$ cat config.mk
export PLATFORM = sky130hd
export DESIGN_NAME = pipelined_control
export DESIGN_NICKNAME = d
export VERILOG_FILES = /design/src/rtl/pipeline_pkg.sv /design/src/rtl/pipelined_control_hazard.sv /design/src/rtl/pipelined_control.sv
export SDC_FILE = /design/constraint.sdc
export NUM_CORES = 1
export LEC_CHECK = 0
export CAP_MARGIN = 25
export CORE_MARGIN = 2
export CORE_UTILIZATION = 42
export DETAILED_ROUTE_END_ITERATION = 10
export PLACE_DENSITY = 0.86
export SYNTH_ARGS = -nofsm -noshare
export SYNTH_HDL_FRONTEND = slang
export SYNTH_HIERARCHICAL = 1
export SYNTH_SLANG_ARGS = --single-unit
$ cat constraint.sdc
create_clock -name clk -period 2.5 [get_ports clk]
set_input_delay 0.25 -clock clk [delete_from_list [all_inputs] [get_ports clk]]
set_output_delay 0.25 -clock clk [all_outputs]
set_load 0.05 [all_outputs]
$ cat src/rtl/pipeline_pkg.sv
// Shared opcodes, control-group widths and field indices
// for the pipelined control path.
package pipeline_pkg;

  localparam int OP_RTYPE = 0;
  localparam int OP_LW    = 1;
  localparam int OP_SW    = 2;
  localparam int OP_BEQ   = 3;
  localparam int OP_JUMP  = 4;

  localparam int WB_W  = 2;
  localparam int MEM_W = 2;
  localparam int EX_W  = 4;

  localparam int WB_REGWRITE  = 1;
  localparam int WB_MEMTOREG  = 0;
  localparam int MEM_MEMREAD  = 1;
  localparam int MEM_MEMWRITE = 0;

  typedef struct packed {
    logic [WB_W-1:0]  wb;
    logic [MEM_W-1:0] mem;
    logic [EX_W-1:0]  ex;
  } ctrl_t;

  localparam ctrl_t CTRL_BUBBLE = '0;

endpackage

$ cat src/rtl/pipelined_control_hazard.sv
// Combinational load-use hazard and branch/jump
// redirect detection for the ID stage.
module hazard_unit
  import pipeline_pkg::*;
#(
  parameter int OPCODE_W   = 6,
  parameter int REG_ADDR_W = 5,
  parameter bit HAZARD_EN  = 1'b1
) (
  input  logic [OPCODE_W-1:0]   i_op,
  input  logic [REG_ADDR_W-1:0] i_rs,
  input  logic [REG_ADDR_W-1:0] i_rt,
  input  logic                  i_reg_equal,
  input  logic                  i_ex_mem_read,
  input  logic [REG_ADDR_W-1:0] i_ex_rt,
  output logic                  o_hazard,
  output logic                  o_redirect
);

  logic w_rt_nz;
  logic w_match;
  logic w_is_beq;
  logic w_is_jump;

  assign w_rt_nz = (i_ex_rt != '0);
  assign w_match = (i_ex_rt == i_rs) ||
                   (i_ex_rt == i_rt);

  assign o_hazard = HAZARD_EN &&
                    i_ex_mem_read &&
                    w_rt_nz &&
                    w_match;

  assign w_is_beq  = (i_op == OPCODE_W'(OP_BEQ));
  assign w_is_jump = (i_op == OPCODE_W'(OP_JUMP));

  assign o_redirect = (w_is_beq && i_reg_equal) ||
                      w_is_jump;

endmodule

$ cat src/rtl/pipelined_control.sv
// Pipelined control: decode, ID/EX, EX/MEM, MEM/WB
// control registers, stall/flush priority, sticky illegal flag.
module pipelined_control
  import pipeline_pkg::*;
#(
  parameter int OPCODE_W   = 6,
  parameter int REG_ADDR_W = 5,
  parameter bit HAZARD_EN  = 1'b1
) (
  input  logic                  clk,
  input  logic                  reset_n,
  input  logic [OPCODE_W-1:0]   opCode,
  input  logic [REG_ADDR_W-1:0] rsId,
  input  logic [REG_ADDR_W-1:0] rtId,
  input  logic                  registerEqual,
  input  logic                  stallIn,
  output logic [WB_W-1:0]       idExWb,
  output logic [MEM_W-1:0]      idExMem,
  output logic [EX_W-1:0]       idExCalc,
  output logic [REG_ADDR_W-1:0] idExRt,
  output logic [WB_W-1:0]       exMemWb,
  output logic [MEM_W-1:0]      exMemMem,
  output logic [WB_W-1:0]       memWbWb,
  output logic                  pcWrite,
  output logic                  ifIdWrite,
  output logic                  ifIdFlush,
  output logic                  branch,
  output logic                  illegalOp
);

  ctrl_t                 r_idex;
  logic [REG_ADDR_W-1:0] r_idex_rt;
  logic [WB_W-1:0]       r_exmem_wb;
  logic [MEM_W-1:0]      r_exmem_mem;
  logic [WB_W-1:0]       r_memwb_wb;
  logic                  r_illegal;

  ctrl_t w_dec;
  logic  w_illegal;
  logic  w_is_rtype;
  logic  w_is_lw;
  logic  w_is_sw;
  logic  w_is_beq;
  logic  w_is_jump;
  logic  w_hazard;
  logic  w_redirect;
  logic  w_advance;

  assign w_is_rtype = (opCode == OPCODE_W'(OP_RTYPE));
  assign w_is_lw    = (opCode == OPCODE_W'(OP_LW));
  assign w_is_sw    = (opCode == OPCODE_W'(OP_SW));
  assign w_is_beq   = (opCode == OPCODE_W'(OP_BEQ));
  assign w_is_jump  = (opCode == OPCODE_W'(OP_JUMP));

  // Undefined opcodes decode to a bubble, never X.
  always_comb begin
    w_dec     = CTRL_BUBBLE;
    w_illegal = 1'b0;
    unique case (1'b1)
      w_is_rtype: w_dec = '{wb: 2'b10, mem: 2'b00,
                            ex: 4'b1100};
      w_is_lw:    w_dec = '{wb: 2'b11, mem: 2'b10,
                            ex: 4'b0001};
      w_is_sw:    w_dec = '{wb: 2'b00, mem: 2'b01,
                            ex: 4'b0001};
      w_is_beq:   w_dec = CTRL_BUBBLE;
      w_is_jump:  w_dec = CTRL_BUBBLE;
      default:    w_illegal = 1'b1;
    endcase
  end

  hazard_unit #(
    .OPCODE_W   (OPCODE_W),
    .REG_ADDR_W (REG_ADDR_W),
    .HAZARD_EN  (HAZARD_EN)
  ) u_hazard (
    .i_op          (opCode),
    .i_rs          (rsId),
    .i_rt          (rtId),
    .i_reg_equal   (registerEqual),
    .i_ex_mem_read (r_idex.mem[MEM_MEMREAD]),
    .i_ex_rt       (r_idex_rt),
    .o_hazard      (w_hazard),
    .o_redirect    (w_redirect)
  );

  assign w_advance = reset_n && !stallIn && !w_hazard;

  assign pcWrite   = w_advance;
  assign ifIdWrite = w_advance;
  assign branch    = w_advance && w_redirect;
  assign ifIdFlush = w_advance && w_redirect;

  always_ff @(posedge clk or negedge reset_n) begin
    if (!reset_n) begin
      r_idex      <= CTRL_BUBBLE;
      r_idex_rt   <= '0;
      r_exmem_wb  <= '0;
      r_exmem_mem <= '0;
      r_memwb_wb  <= '0;
      r_illegal   <= 1'b0;
    end else if (!stallIn) begin
      r_exmem_wb  <= r_idex.wb;
      r_exmem_mem <= r_idex.mem;
      r_memwb_wb  <= r_exmem_wb;
      if (w_hazard) begin
        r_idex    <= CTRL_BUBBLE;
        r_idex_rt <= '0;
      end else begin
        r_idex    <= w_dec;
        r_idex_rt <= rtId;
        if (w_illegal) begin
          r_illegal <= 1'b1;
        end
      end
    end
  end

  assign idExWb    = r_idex.wb;
  assign idExMem   = r_idex.mem;
  assign idExCalc  = r_idex.ex;
  assign idExRt    = r_idex_rt;
  assign exMemWb   = r_exmem_wb;
  assign exMemMem  = r_exmem_mem;
  assign memWbWb   = r_memwb_wb;
  assign illegalOp = r_illegal;

endmodule
# --- Yosys cells after proc, flatten, opt, wreduce, memory -nomap -nowiden ---
# Index checks and enable logic that the tools add are counted.
op_classes:
  eq_ne: 6
  mux: 3
  bitwise_logic: 3
  n_reduce_logical: 14
op_table:
  columns: ["operator", "n"]
  rows:
  - ["$pmux 8 s3", 1]
  - ["$eq 6x2->1 const B", 2]
  - ["$eq 5x5->1", 2]
  - ["$mux 8", 1]
  - ["$eq 6x1->1 const B", 1]
  - ["$eq 6x3->1 const B", 1]
  - ["$logic_and 1x1->1", 6]
  - ["$logic_not 6->1", 1]
  - ["$mux 5", 1]
  - ["$reduce_bool 5->1", 1]
  - ["$reduce_or 5->1", 1]
  - ["$not 1->1", 3]
  - ["$reduce_and 3->1", 1]
  - ["$logic_not 1->1", 2]
  - ["$logic_or 1x1->1", 2]
totals:
  ff_bits: 20
  inputBits: 20
  output_inout_bits: 24

# --- Logic depth before layout (Yosys ltp) ---
logic_depth:
  depth_word: 6
  depth_mapped: 7

# --- Hierarchy ---
# The synthesis kept the hierarchy.
by_module_without_submodules:
  columns: ["mod", "instances", "cells_each", "area_per_inst_um2", "seq_area_each_um2"]
  rows:
  - ["pipelined_control", 1, 64, 730.7, 400.4]
  - ["hazard_unit", 1, 21, 150.1, 0.0]

# --- Least setup slack after synthesis ---
# Ideal clock, no wire load.
synth_timing:
  kind: "register to output"
  from: "reg r_idex_rt[1] (netlist: idExRt[1])"
  to: "out ifIdFlush"
  t_arrival_ns: 2.320
  setup_slack_ns: -0.070
  stages_incl_launch_ff: 7
  path_buffers: 1
  cell_sequence: "dfrtp_1 -> or4_1 -> o21ai_1 -> a21oi_1 -> nor2_4 -> and3_1 -> buf_4"
synth_via:
  elab_chain_cells: 6
  elab_cells_between_ends: 9
synth_rtl:
  columns: ["element", "line_no", "rtl"]
  rows:
  - ["start, declared", "pipelined_control.sv:32", "logic [REG_ADDR_W-1:0] r_idex_rt;"]
  - ["start signal, assigned", "pipelined_control.sv:111", "r_idex_rt <= rtId;"]
  - ["$eq 5x5->1, or another cell as far along", "pipelined_control_hazard.sv:26", "assign w_match = (i_ex_rt == i_rs) ||"]
  - ["$logic_or 1x1->1 / $logic_and 1x1->1 (equally long branches)", "pipelined_control_hazard.sv:26, pipelined_control_hazard.sv:30", null]
  - ["$logic_and 1x1->1 (*)", "pipelined_control_hazard.sv:31", "w_rt_nz &&"]
  - ["net w_hazard", "pipelined_control.sv:45", "logic w_hazard;"]
  - ["$logic_not 1->1 (*)", "pipelined_control.sv:87", "assign w_advance = reset_n && !stallIn && !w_hazard;"]
  - ["$logic_and 1x1->1 (*)", "pipelined_control.sv:87", null]
  - ["$logic_and 1x1->1 (*)", null, null]
  - ["end, declared", "pipelined_control.sv:26", "output logic ifIdFlush,"]
# Mark *: on every way through the listed nets, which the timed path passes. The rest lies on a longest branch.

# --- Worst setup path after layout ---
layout_timing:
  from: "reg r_idex_rt[1] (netlist: idExRt[1])"
  to: "out branch"
layout_via:
  elab_chain_cells: 6
  elab_cells_between_ends: 9
layout_rtl:
  columns: ["element", "line_no", "rtl"]
  rows:
  - ["$eq 5x5->1, or another cell as far along", "pipelined_control_hazard.sv:26", null]
  - ["$logic_or 1x1->1 / $logic_and 1x1->1 (equally long branches)", "pipelined_control_hazard.sv:26, pipelined_control_hazard.sv:30", null]
  - ["$logic_and 1x1->1 (*)", "pipelined_control_hazard.sv:31", null]
  - ["net w_hazard", "pipelined_control.sv:45", null]
  - ["$logic_not 1->1 (*)", "pipelined_control.sv:87", null]
  - ["$logic_and 1x1->1 (*)", "pipelined_control.sv:87", null]
  - ["$logic_and 1x1->1 (*)", "pipelined_control.sv:91", "assign branch = w_advance && w_redirect;"]
  - ["end, declared", "pipelined_control.sv:27", "output logic branch,"]
# Marked as above.

==> impl_metrics.tcl <==
set metrics [dict create \
    clockPowerShare_pct 27.2 \
    grt_pass1_wl_mm 3.118 \
    areaGrowthSynthToFinish_pct 49.72 \
    avgRoutedWirePerCell_um 12.32 \
    outcome "complete, no violations" \
    startpoint "idExRt[1]" \
    p_leak_nw 0.5644 \
    synth_warnings 6 \
    vias 745 \
    r2r_cells 6 \
    cts_setup_buffers 0 \
    ys_ff_latch 16 \
    wirelength_mm 1.872 \
    ctsHoldBuffers 0 \
    reg2reg_to "idExCalc[2]" \
    p_total_mw 0.6144 \
    pwr_density_cell_mw_per_mm2 465.9 \
    synthesis.nets 105 \
    grt_overflow 0 \
    synth_cells 85 \
    switchingPower_mw 0.1844 \
    vias_per_cell 4.901 \
    ios 44 \
    min_path_type "primary input to async pin" \
    coreArea_mm2 0.001962 \
    fp.dieW_um 49.80 \
    rsz0062_at_grt "no" \
    skew_ns 0.006113 \
    worst_setup_path_start_kind "register" \
    hold_slack_ns 0.1395 \
    hold_viol_final 0 \
    grt.busiest_layer "met2" \
    yosysSeqAreaShare_pct 45.45 \
    internal_power_mw 0.4301 \
    worst_setup_path_end_kind "primary output" \
    drtPass1Iterations 4 \
    layout_common_cells "38 x clkdlybuf4s50_1, 16 x dfrtp_1, 10 x nand2_1" \
    arrival_ns 2.08 \
    tritoncts "done" \
    drv_slew 0 \
    endpoint "branch" \
    seqPwrFrac_pct 46.0 \
    fin_util_pct 67.22 \
    ys_types 26 \
    use_met1_pct 17.81 \
    critPathMaxFanout 5 \
    drv_cap 0 \
    antenna_cells 0 \
    dieArea_mm2 0.002480 \
    drc_errors 0 \
    grt_max_degree 20 \
    worst_pin_slew_ns 0.5086 \
    drt_iter0_drc 6 \
    setup_violations 0 \
    min_period_ns 2.329 \
    peakVddDrop_v 0.0003278 \
    fmax_mhz 429.4 \
    met3_usage_pct 3.636 \
    cts_max_level 1 \
    finalCritPeriodShare_pct 93.15 \
    nets 146 \
    combPwrFrac_pct 26.8 \
    ant_nets 0 \
    synth_area_um2 880.8 \
    switching_share_pct 30.01 \
    final_common_cell "clkdlybuf4s50_1" \
    reg2reg_slack_ns 0.69 \
    critPathRequiredTime_ns 2.25 \
    drive_gt1_share_pct 13.60 \
    setup_tns_ns 0 \
    cts_num_sinks 16 \
    grtUsageMet2_pct 30.00 \
    place_area_mm2 0.001279 \
    worstSkewPairLatency_ns 0.28 \
    grt_pass1_vias 707 \
    cts_buffers 3 \
    synth.avg_cell_area_um2 10.36 \
    post_cts_resized 0 \
    final_area_mm2 0.001319 \
    gp_congestion 0.8069 \
    hpwl_mm 1.514 \
    start_util_pct 44.90 \
    placementRows 16 \
    die_h_um 49.80 \
    cts_max_path_buffers 2 \
    root_buffer "clkbuf_4" \
    crit_type "register to primary output" \
    r2r-start "idExRt[1]" \
    io_buffers 42 \
    antenna_found_initial 0 \
    slew_headroom_pct 65.99 \
    grt_usage_pct 16.85 \
    path_clk_slew_ns 0.09 \
]
## power groups by stage
stage	logic [mW]	registers (mW)	clock network, mW
3_3_place_gp	0.162	0.288	0
2_1_floorplan	0.0596	0.322	0
6_report	0.165	0.283	0.167
4_1_cts	0.166	0.283	0.174
5_1_grt	0.176	0.285	0.186
3_5_place_dp	0.165	0.288	0
## per-layer routing
metal	wire [um]	up-vias	share of wire [%]
li1	-	366	-
met1	754	349	40
met2	994	28	53
met3	104	2	5.6
met4	19	0	1.0
met5	0	-	0
## cell families after synthesis
logic type	share of synthesized area [%]
AO/OA/AOI/OAI	10.08
XOR/XNOR	9.943
buffers and inverters	7.244
flip-flops	45.45
multiplexers	6.392
other	0.4257
AND/OR/NAND/NOR	20.46
## final cells by class
type                       instances  area (um2)
clock buffer                       4       36.28
fill                             176       643.1
multi-input combinational         61       422.9
sequential                        16       400.4
tap                               27       33.78
timing repair buffer              44       425.4
## critical path, stage by stage, from the launching register on
cell	delay, ns
dfrtp_1	0.45
or4_1	0.53
o21ai_1	0.16
a21oi_2	0.08
nor2_4	0.16
and3_2	0.21
buf_4	0.19
## per-stage QoR
stage | std cells | setup WS, ns
2_1_floorplan | 85 | 0.09663
3_3_place_gp | 148 | 0.2948
3_5_place_dp | 148 | 0.2582
4_1_cts | 152 | 0.1381
5_1_grt | 152 | 0.01596
6_report | 152 | 0.1712
## sequential cells by signal, indices dropped and copies added (netlist names)
register,count
idExRt,5
exMemMem,1
idExMem,1
memWbWb,2
idExWb,2
illegalOp,1
exMemWb,2
idExCalc,2
## how the worst min path moves through the flow
stage,start,to,slack [ns],depth (start not counted)
2_1_floorplan,reset_n,exMemMem[0],-0.05,0
5_1_grt,reset_n,illegalOp,0.12,1
3_5_place_dp,reset_n,illegalOp,0.45,1
4_1_cts,reset_n,illegalOp,0.13,1
3_3_place_gp,reset_n,illegalOp,0.43,1
6_report,reset_n,illegalOp,0.14,1
## synthesized netlist by cell type
cell      instances  share of area (%)
buf_6             1                1.3
nor3_1            2                1.1
nor2_4            1                1.3
buf_4             7                6.0
nand2b_1          6                4.3
nand2_1          10                4.3
conb_1            1               0.43
and2_1            2                1.4
a21oi_1           2                1.1
nor2_1            1               0.43
dfrtp_1          16                 45
nor3_4            1                1.8
nand3_1           2                1.1
xnor2_1           4                4.0
nor4_1            1               0.71
nand3b_2          1                1.3
o31ai_2           1                1.4
and4b_1           1                1.1
a21o_1            1               0.85
or4_1             1               0.85
o21ai_1           9                5.1
xor2_1            6                6.0
mux2_1            5                6.4
and3_1            1               0.71
a22o_1            1               0.99
o21ai_0           1               0.57
Power figures use the tool's default switching activity.
